`config.mk`:
```
export PLATFORM = sky130hd
export DESIGN_NAME = johnson_step_ctrl
export DESIGN_NICKNAME = d
export VERILOG_FILES = /design/src/rtl/johnson_step_pkg.sv /design/src/rtl/johnson_ring.sv /design/src/rtl/johnson_step_ctrl.sv
export SDC_FILE = /design/constraint.sdc
export NUM_CORES = 1
export LEC_CHECK = 0
export ABC_AREA = 1
export BUFFER_PORTS_ARGS = -buffer_cell sky130_fd_sc_hd__buf_4
export CAP_MARGIN = 10
export CORE_MARGIN = 5
export CORE_UTILIZATION = 50
export DETAILED_ROUTE_END_ITERATION = 7
export PLACE_DENSITY = 0.73
export SYNTH_ARGS = -nofsm -noshare
export SYNTH_HDL_FRONTEND = slang
export SYNTH_SLANG_ARGS = --single-unit
```
`constraint.sdc`:
```
create_clock -name clk -period 1.6 [get_ports clk]
set_input_delay 0.24 -clock clk [delete_from_list [all_inputs] [get_ports clk]]
set_output_delay 0.24 -clock clk [all_outputs]
set_load 0.05 [all_outputs]
```
`src/rtl/johnson_step_pkg.sv`:
```
// Shared types and constants for the Johnson ring step sequencer.
package johnson_step_pkg;

  // Sequencer states: waiting for a command, or executing a move.
  typedef enum logic {
    IDLE = 1'b0,
    RUN  = 1'b1
  } state_e;

  // Ring direction encoding as carried on cmd_dir.
  localparam logic DIR_FWD = 1'b0;
  localparam logic DIR_REV = 1'b1;

endpackage

```
`src/rtl/johnson_ring.sv`:
```
// WIDTH-bit Johnson ring; advances one position per step_en in the given direction.
module johnson_ring
  import johnson_step_pkg::*;
#(
  parameter int unsigned WIDTH = 4
) (
  input  logic             clk,
  input  logic             rst,
  input  logic             step_en,
  input  logic             dir,
  output logic [WIDTH-1:0] q
);

  // Forward shifts the inverted LSB in at the top; reverse shifts the inverted MSB in at the bottom.
  always_ff @(posedge clk) begin
    if (rst) begin
      q <= '0;
    end else if (step_en) begin
      if (dir == DIR_FWD) begin
        q <= {~q[0], q[WIDTH-1:1]};
      end else begin
        q <= {q[WIDTH-2:0], ~q[WIDTH-1]};
      end
    end
  end

endmodule

```
`src/rtl/johnson_step_ctrl.sv`:
```
// Command-driven Johnson ring step sequencer.
// Optional macro JSEQ_POS_TRACK_EN adds a signed step-position output 'pos'.
module johnson_step_ctrl
  import johnson_step_pkg::*;
#(
  parameter int unsigned WIDTH = 4,
  parameter int unsigned CNT_W = 16,
  parameter int unsigned DIV_W = 16
) (
  input  logic                    clk,
  input  logic                    rst,
  input  logic                    cmd_valid,
  output logic                    cmd_ready,
  input  logic [CNT_W-1:0]        cmd_steps,
  input  logic                    cmd_dir,
  input  logic [DIV_W-1:0]        cmd_div,
  input  logic                    abort,
  output logic [WIDTH-1:0]        q,
`ifdef JSEQ_POS_TRACK_EN
  output logic signed [CNT_W:0]   pos,
`endif
  output logic                    busy,
  output logic                    done
);

  localparam int unsigned POS_W = CNT_W + 1;

  state_e           state;
  logic [CNT_W-1:0] steps_rem;
  logic [DIV_W-1:0] presc;
  logic [DIV_W-1:0] div_r;
  logic             dir_r;
  logic             step_en_c;

  // A step fires on a RUN edge whose prescaler has expired, unless abort pre-empts it.
  assign step_en_c = (state == RUN) && !abort && (presc == '0);

  // Sequencer FSM with prescaler, remaining-step counter and registered status outputs.
  always_ff @(posedge clk) begin
    if (rst) begin
      state     <= IDLE;
      cmd_ready <= 1'b1;
      busy      <= 1'b0;
      done      <= 1'b0;
      steps_rem <= '0;
      presc     <= '0;
      div_r     <= '0;
      dir_r     <= DIR_FWD;
    end else begin
      done <= 1'b0;
      case (state)
        IDLE: begin
          if (cmd_valid && cmd_ready) begin
            div_r     <= cmd_div;
            dir_r     <= cmd_dir;
            steps_rem <= cmd_steps;
            presc     <= cmd_div;
            if (cmd_steps == '0) begin
              done <= 1'b1;
            end else begin
              state     <= RUN;
              cmd_ready <= 1'b0;
              busy      <= 1'b1;
            end
          end
        end
        RUN: begin
          if (abort) begin
            state     <= IDLE;
            cmd_ready <= 1'b1;
            busy      <= 1'b0;
            done      <= 1'b1;
          end else if (presc == '0) begin
            steps_rem <= steps_rem - CNT_W'(1);
            presc     <= div_r;
            if (steps_rem == CNT_W'(1)) begin
              state     <= IDLE;
              cmd_ready <= 1'b1;
              busy      <= 1'b0;
              done      <= 1'b1;
            end
          end else begin
            presc <= presc - DIV_W'(1);
          end
        end
        default: begin
          state     <= IDLE;
          cmd_ready <= 1'b1;
          busy      <= 1'b0;
        end
      endcase
    end
  end

`ifdef JSEQ_POS_TRACK_EN
  // Signed position follows every step taken; wraps in two's complement.
  always_ff @(posedge clk) begin
    if (rst) begin
      pos <= '0;
    end else if (step_en_c) begin
      if (dir_r == DIR_FWD) begin
        pos <= pos + POS_W'(1);
      end else begin
        pos <= pos - POS_W'(1);
      end
    end
  end
`endif

  johnson_ring #(
    .WIDTH(WIDTH)
  ) u_ring (
    .clk    (clk),
    .rst    (rst),
    .step_en(step_en_c),
    .dir    (dir_r),
    .q      (q)
  );

endmodule

```
# After elaboration in Yosys (flattened, before gate mapping)

Index checks and enable logic that the tools add are counted.

Add/subtract/negate cells: 2
$mul: 0
Divide/modulo/power cells: 0
Order comparisons: 0
Equal/unequal tests: 7
Shift-type cells: 0
Multiplexer cells: 33
Bitwise logic cells: 3
Reduce and logical (&&, ||, !) cells: 10

Operator list:

| cell                                                   | count |
|---|---|
| two-way mux 16 bit                                     | 6 |
| one-hot mux 16 bit (2 select lines)                    | 2 |
| logical NOT 16 bit                                     | 2 |
| subtractor 16 x 1 -> 16 bit (second input constant)    | 2 |
| two-way mux 1 bit                                      | 20 |
| == test 16 x 1 -> 1 bit (second input constant)        | 1 |
| one-hot mux 1 bit (2 select lines)                     | 4 |
| inequality test 2 bit (second input constant)          | 3 |
| inequality test 3 x 2 -> 1 bit (second input constant) | 2 |
| two-way mux 4 bit                                      | 1 |
| AND reduction 2 bit                                    | 2 |
| AND reduction 4 bit                                    | 1 |
| logical AND 1 bit                                      | 3 |
| inverter 1 bit                                         | 3 |
| AND reduction 3 bit                                    | 1 |
| inequality test 2 x 1 -> 1 bit (second input constant) | 1 |
| logical NOT 1 bit                                      | 1 |

Register bits: 57
Latch bits: 0
RAM bits: 0
Bits in read-only memories: 0
Input port bits: 37
Output and inout bits: 7
Word-level logic and storage cells: 64
Memories kept: 0

# Longest topological paths before layout

Word-level depth: 5
Gate-level depth with buffers: 10
Depth with buffers taken out: 10

# By module

A second synthesis with hierarchy kept.

Cells, all modules: 574
Area total of the unflattened synthesis: 3535.9 µm²

Modules (own cells, without submodules):

| module            | times used | cells an instance | area an instance (µm²) | seq. area each (µm²) |
|---|---|---|---|---|
| johnson_step_ctrl | 1          | 540               | 3331.9                 | 1061.0 |
| johnson_ring      | 1          | 34                | 203.9                  | 80.1 |

# Least setup slack after synthesis

OpenSTA, ideal clock, no wires.

Path type: register to register
From: register presc[0]
To: register steps_rem[5]
Library setup time: 128 ps
Arrival: 1367 ps
Setup slack: 106 ps
Cell stages (with the launch flop): 11
Cell sequence: dfxtp_1 inv_1 ha_1 nand2_1 nor2_4 nand3_4 nand2_2 buf_6 or2_1 nand2_1 nor2_1

Word-level cells in the longest chain between the ends: 3

Ends and longest elaborated chain:

| what                                     | RTL line                | source |
|---|---|---|
| start, declared                          | johnson_step_ctrl.sv:30 | `logic [DIV_W-1:0] presc;` |
| start signal, assigned                   | johnson_step_ctrl.sv:57 | `presc <= cmd_div;` |
| start signal, assigned                   | johnson_step_ctrl.sv:75 | `presc <= div_r;` |
| start signal, assigned                   | johnson_step_ctrl.sv:83 | `presc <= presc - DIV_W'(1);` |
| logical NOT 16 bit                       | johnson_step_ctrl.sv:73 | `end else if (presc == '0) begin` |
| inequality test 2 x 1 -> 1 bit (no line) | n/a                     |  |
| AND reduction 3 bit (no line)            | n/a                     |  |
| end signal, assigned                     | johnson_step_ctrl.sv:56 | `steps_rem <= cmd_steps;` |
| end signal, assigned                     | johnson_step_ctrl.sv:74 | `steps_rem <= steps_rem - CNT_W'(1);` |
| end, declared                            | johnson_step_ctrl.sv:29 | `logic [CNT_W-1:0] steps_rem;` |

No other way between the ends.
A chain may end at the register's enable or synchronous reset.

# Worst setup path after layout

From: register presc[1]
To: register presc[5]

Word-level cells in the longest chain between the ends: 4
Elaborated cells on any way between the ends: 5

Ends and longest elaborated chain:

| what                                                                     | RTL line                                         | source |
|---|---|---|
| subtractor 16 x 1 -> 16 bit / logical NOT 16 bit (equally long branches) | johnson_step_ctrl.sv:83, johnson_step_ctrl.sv:73 |  |
| two-way mux 16 bit (*)                                                   | johnson_step_ctrl.sv:73                          |  |
| two-way mux 16 bit (*)                                                   | johnson_step_ctrl.sv:68                          | `if (abort) begin` |
| one-hot mux 16 bit (2 select lines) (*)                                  | johnson_step_ctrl.sv:51                          | `case (state)` |

Every way passes the cells marked *; elsewhere a longest branch is shown, timed or not. The select of a mux whose other input is x is not followed.

==> impl_metrics.ini <==
[run_status]
status = finished clean

[drt]
vias_per_cell = 5.44
wl_met1_um = 4690
wl_per_cell_um = 13.9
wl_um = 9640
drtIter0Drc = 214
met3_length_um = 650
via_count = 3772
drc = 0
drt_first_pass_iters = 6
routed.top_layer = met4
wl_met2_um = 4160
antenna_left = 0

[setup_path]
worstSetupPathType = register to register
r2r_start = presc[1]
r2r-end = presc[5]
end_kind = register
crit_family = simple AND/OR/NAND/NOR gates
crit_cells = 9
startpoint_type = register
ff2ff_path_depth = 9
path_cells = inv_2 > ha_4 > nand2_4 > nor2_4 > buf_6 > nand2_8 > or2_2 > nand3_1 > a21oi_1
crit_path_max_incr_delay_ps = 330
r2r_slack_ps = 20
crit_arrival_ps = 1800
required_ps = 1820
timing.critical_path.from = presc[1]
crit_buf_inv = 2
crit_slowest_cell = dfxtp_2
critPathCapture = presc[5]
cp_max_fo = 6

[hold_path]
hold_path_depth = 2
hold_path_class = primary input to register

[logic_synthesis]
ys_types = 31
ys_warn_count = 0
ys_seq_elements = 57
netlist_area_um2 = 3460
synth_cells = 548
synth.avg_cell_area_um2 = 6.31
synthesis.nets = 589
ys_seq_area_share_pct = 33.0

[grt]
antenna_found_initial = 0
grt_pass1_vias = 3362
grt-ovfl-total = 0
grt_max_degree = 50
grt_usage_pct = 22.5
grt_pass1_wl_um = 15800

[timing]
period_needed_ps = 1580
hold_violations = 0
slew_violations = 0
min_period_over_period_pct = 99.0
rsz0062_at_grt = yes
setup_viol = 0
fmax_mhz = 631
finalClockSkew_ps = 7.08
slew-limit-headroom_pct = 70.1
tightest_slew_ps = 446
hold-worst-slack_ps = 155

[finish]
nets = 652
n_antenna_cell = 0
area_growth_pct = 24.5
drive_above_1_share_pct = 21.4
final_cells = 693

[floorplanning]
start_util_pct = 51.2
row_count = 30
fp.coreArea_um2 = 6760
die_w_um = 93.2
ioPinCount = 44
die_area_um2 = 8680
die_h_um = 93.2

[pwr]
combPwrFrac_pct = 37.9
switching_share_pct = 37.8
p_leak_nw = 1.94
ir_drop_v = 0.000493
power_frac_seq_pct = 37.8
netSwitchingPower_mw = 1.72
p_int_mw = 2.83
p_clk_share_pct = 24.4
pwr_density_cell_nw_per_um2 = 1060

[clock_tree]
ctsLongestPathBuffers = 2
htreeDepth = 3
cts_hold_buffers = 0
cts_num_sinks = 57
clkLatencyLatePin_ps = 330
cts_buffers = 9
cts-root-buf = clkbuf_8
cts_tree = done
cts.clk_slew.worst_paths_ps = 60

[placement]
gp_congestion = 0.897
dpl.hpwl_um = 6640
placed_cells_incl_taps = 671
numPortBuffers = 43

[flow_run]
maxCapViolations = 0
-- sequential cells by signal (all words and copies together), names as in the netlist, 4 cells and up --
| name | count |
|---|---|
| div_r | 16 |
| presc | 16 |
| steps_rem | 16 |
| u_ring.q | 4 |
-- synthesized netlist by cell type, drive strengths merged --
cell,number,share of area (%)
ha,4,1.4
nand3b,3,0.65
nand2,121,14
nand4,3,0.54
o21ai,83,12
buf,10,2.3
dfxtp,57,33
a31oi,1,0.18
xor2,3,0.76
inv,45,4.9
nor3,2,0.29
a22oi,1,0.22
or2,6,1.1
clkbuf,15,1.7
a21oi,44,6.7
nand3,48,7.7
o211ai,3,0.65
nor2,99,12
-- final cells by class --
cell class	instances	area, um^2
inverter	45	169
timing repair buffer	76	641
clock inverter	1	5.00
fill	637	2450
multi-input combinational	422	2100
tap	80	100
sequential	57	1140
clock buffer	12	145
-- routing by layer --
metal / vias up / GRT usage [%]
met5: - / 0
met4: 0 / 7.69
met3: 18 / 3.70
met2: 147 / 33.1
met1: 1695 / 33.1
li1: 1912 / -
-- worst min path at each step --
stage | endpoint | start
6_report | steps_rem[15] | rst
5_1_grt | div_r[6] | cmd_div[6]
4_1_cts | steps_rem[5] | rst
3_5_place_dp | busy | busy
3_3_place_gp | div_r[15] | div_r[15]
2_1_floorplan | div_r[10] | cmd_div[10]
-- metrics by stage --
| stage | worst slack, ps | total power [mW] | utilization, % | TNS [ps] | instance area (um^2) |
|---|---|---|---|---|---|
| after floorplan | 106 | 2.82 | - | 0 | 3460 |
| after global placement | 55.4 | 3.25 | 58.6 | 0 | 3960 |
| after detailed placement | -25.6 | 3.28 | 58.6 | -44.3 | 3960 |
| after CTS | 6.64 | 4.41 | 61.4 | 0 | 4150 |
| after global routing | -50.5 | 4.90 | 63.7 | -465 | 4310 |
| final | 16.4 | 4.56 | 63.7 | 0 | 4310 |
-- power by group through the flow --
stage | registers (mW) | clock network, mW | logic, mW
2_1_floorplan | 1.75 | 0 | 1.07
3_3_place_gp | 1.74 | 0 | 1.52
3_5_place_dp | 1.74 | 0 | 1.54
4_1_cts | 1.71 | 1.13 | 1.57
5_1_grt | 1.74 | 1.22 | 1.94
6_report | 1.72 | 1.11 | 1.73
-- repair_timing --
action,in CTS,in global routing
setup endpoints to repair,4,30
buffers inserted,4,3
pin swaps,2,7
gates resized for setup,1,26
gates cloned,0,2
endpoints found under the hold margin,0,0
-- layout by cell type (no fill, tap or decap), types with 2 or more instances in the layout --
| cell type | count |
|---|---|
| nand2_1 | 115 |
| xor2_1 | 3 |
| o211ai_1 | 3 |
| nand2_4 | 3 |
| nor2_2 | 9 |
| o21ai_1 | 13 |
| inv_1 | 39 |
| a21oi_2 | 6 |
| clkbuf_8 | 10 |
| dfxtp_1 | 56 |
| o21ai_0 | 69 |
| inv_2 | 6 |
| nand2_8 | 2 |
| nor2_1 | 85 |
| ha_1 | 3 |
| nand2_2 | 2 |
| buf_4 | 69 |
| clkbuf_1 | 2 |
| nand4_1 | 3 |
| or2_2 | 5 |
| a21oi_1 | 38 |
| nor3_1 | 2 |
| buf_12 | 3 |
| buf_6 | 2 |
| nor2_4 | 4 |
| nand3b_1 | 3 |
| nand3_1 | 45 |
| nand3_4 | 2 |
-- kinds of logic after synthesis --
kind of cell	Yosys count	share of synthesized area [%]
compound gates	132	19.8
xor+xnor	3	0.760
fa+ha+maj	4	1.45
buf+inv	70	8.86
flops	57	33.0
simple gates	282	36.2
No activity file was read; power rests on OpenSTA's default activity.
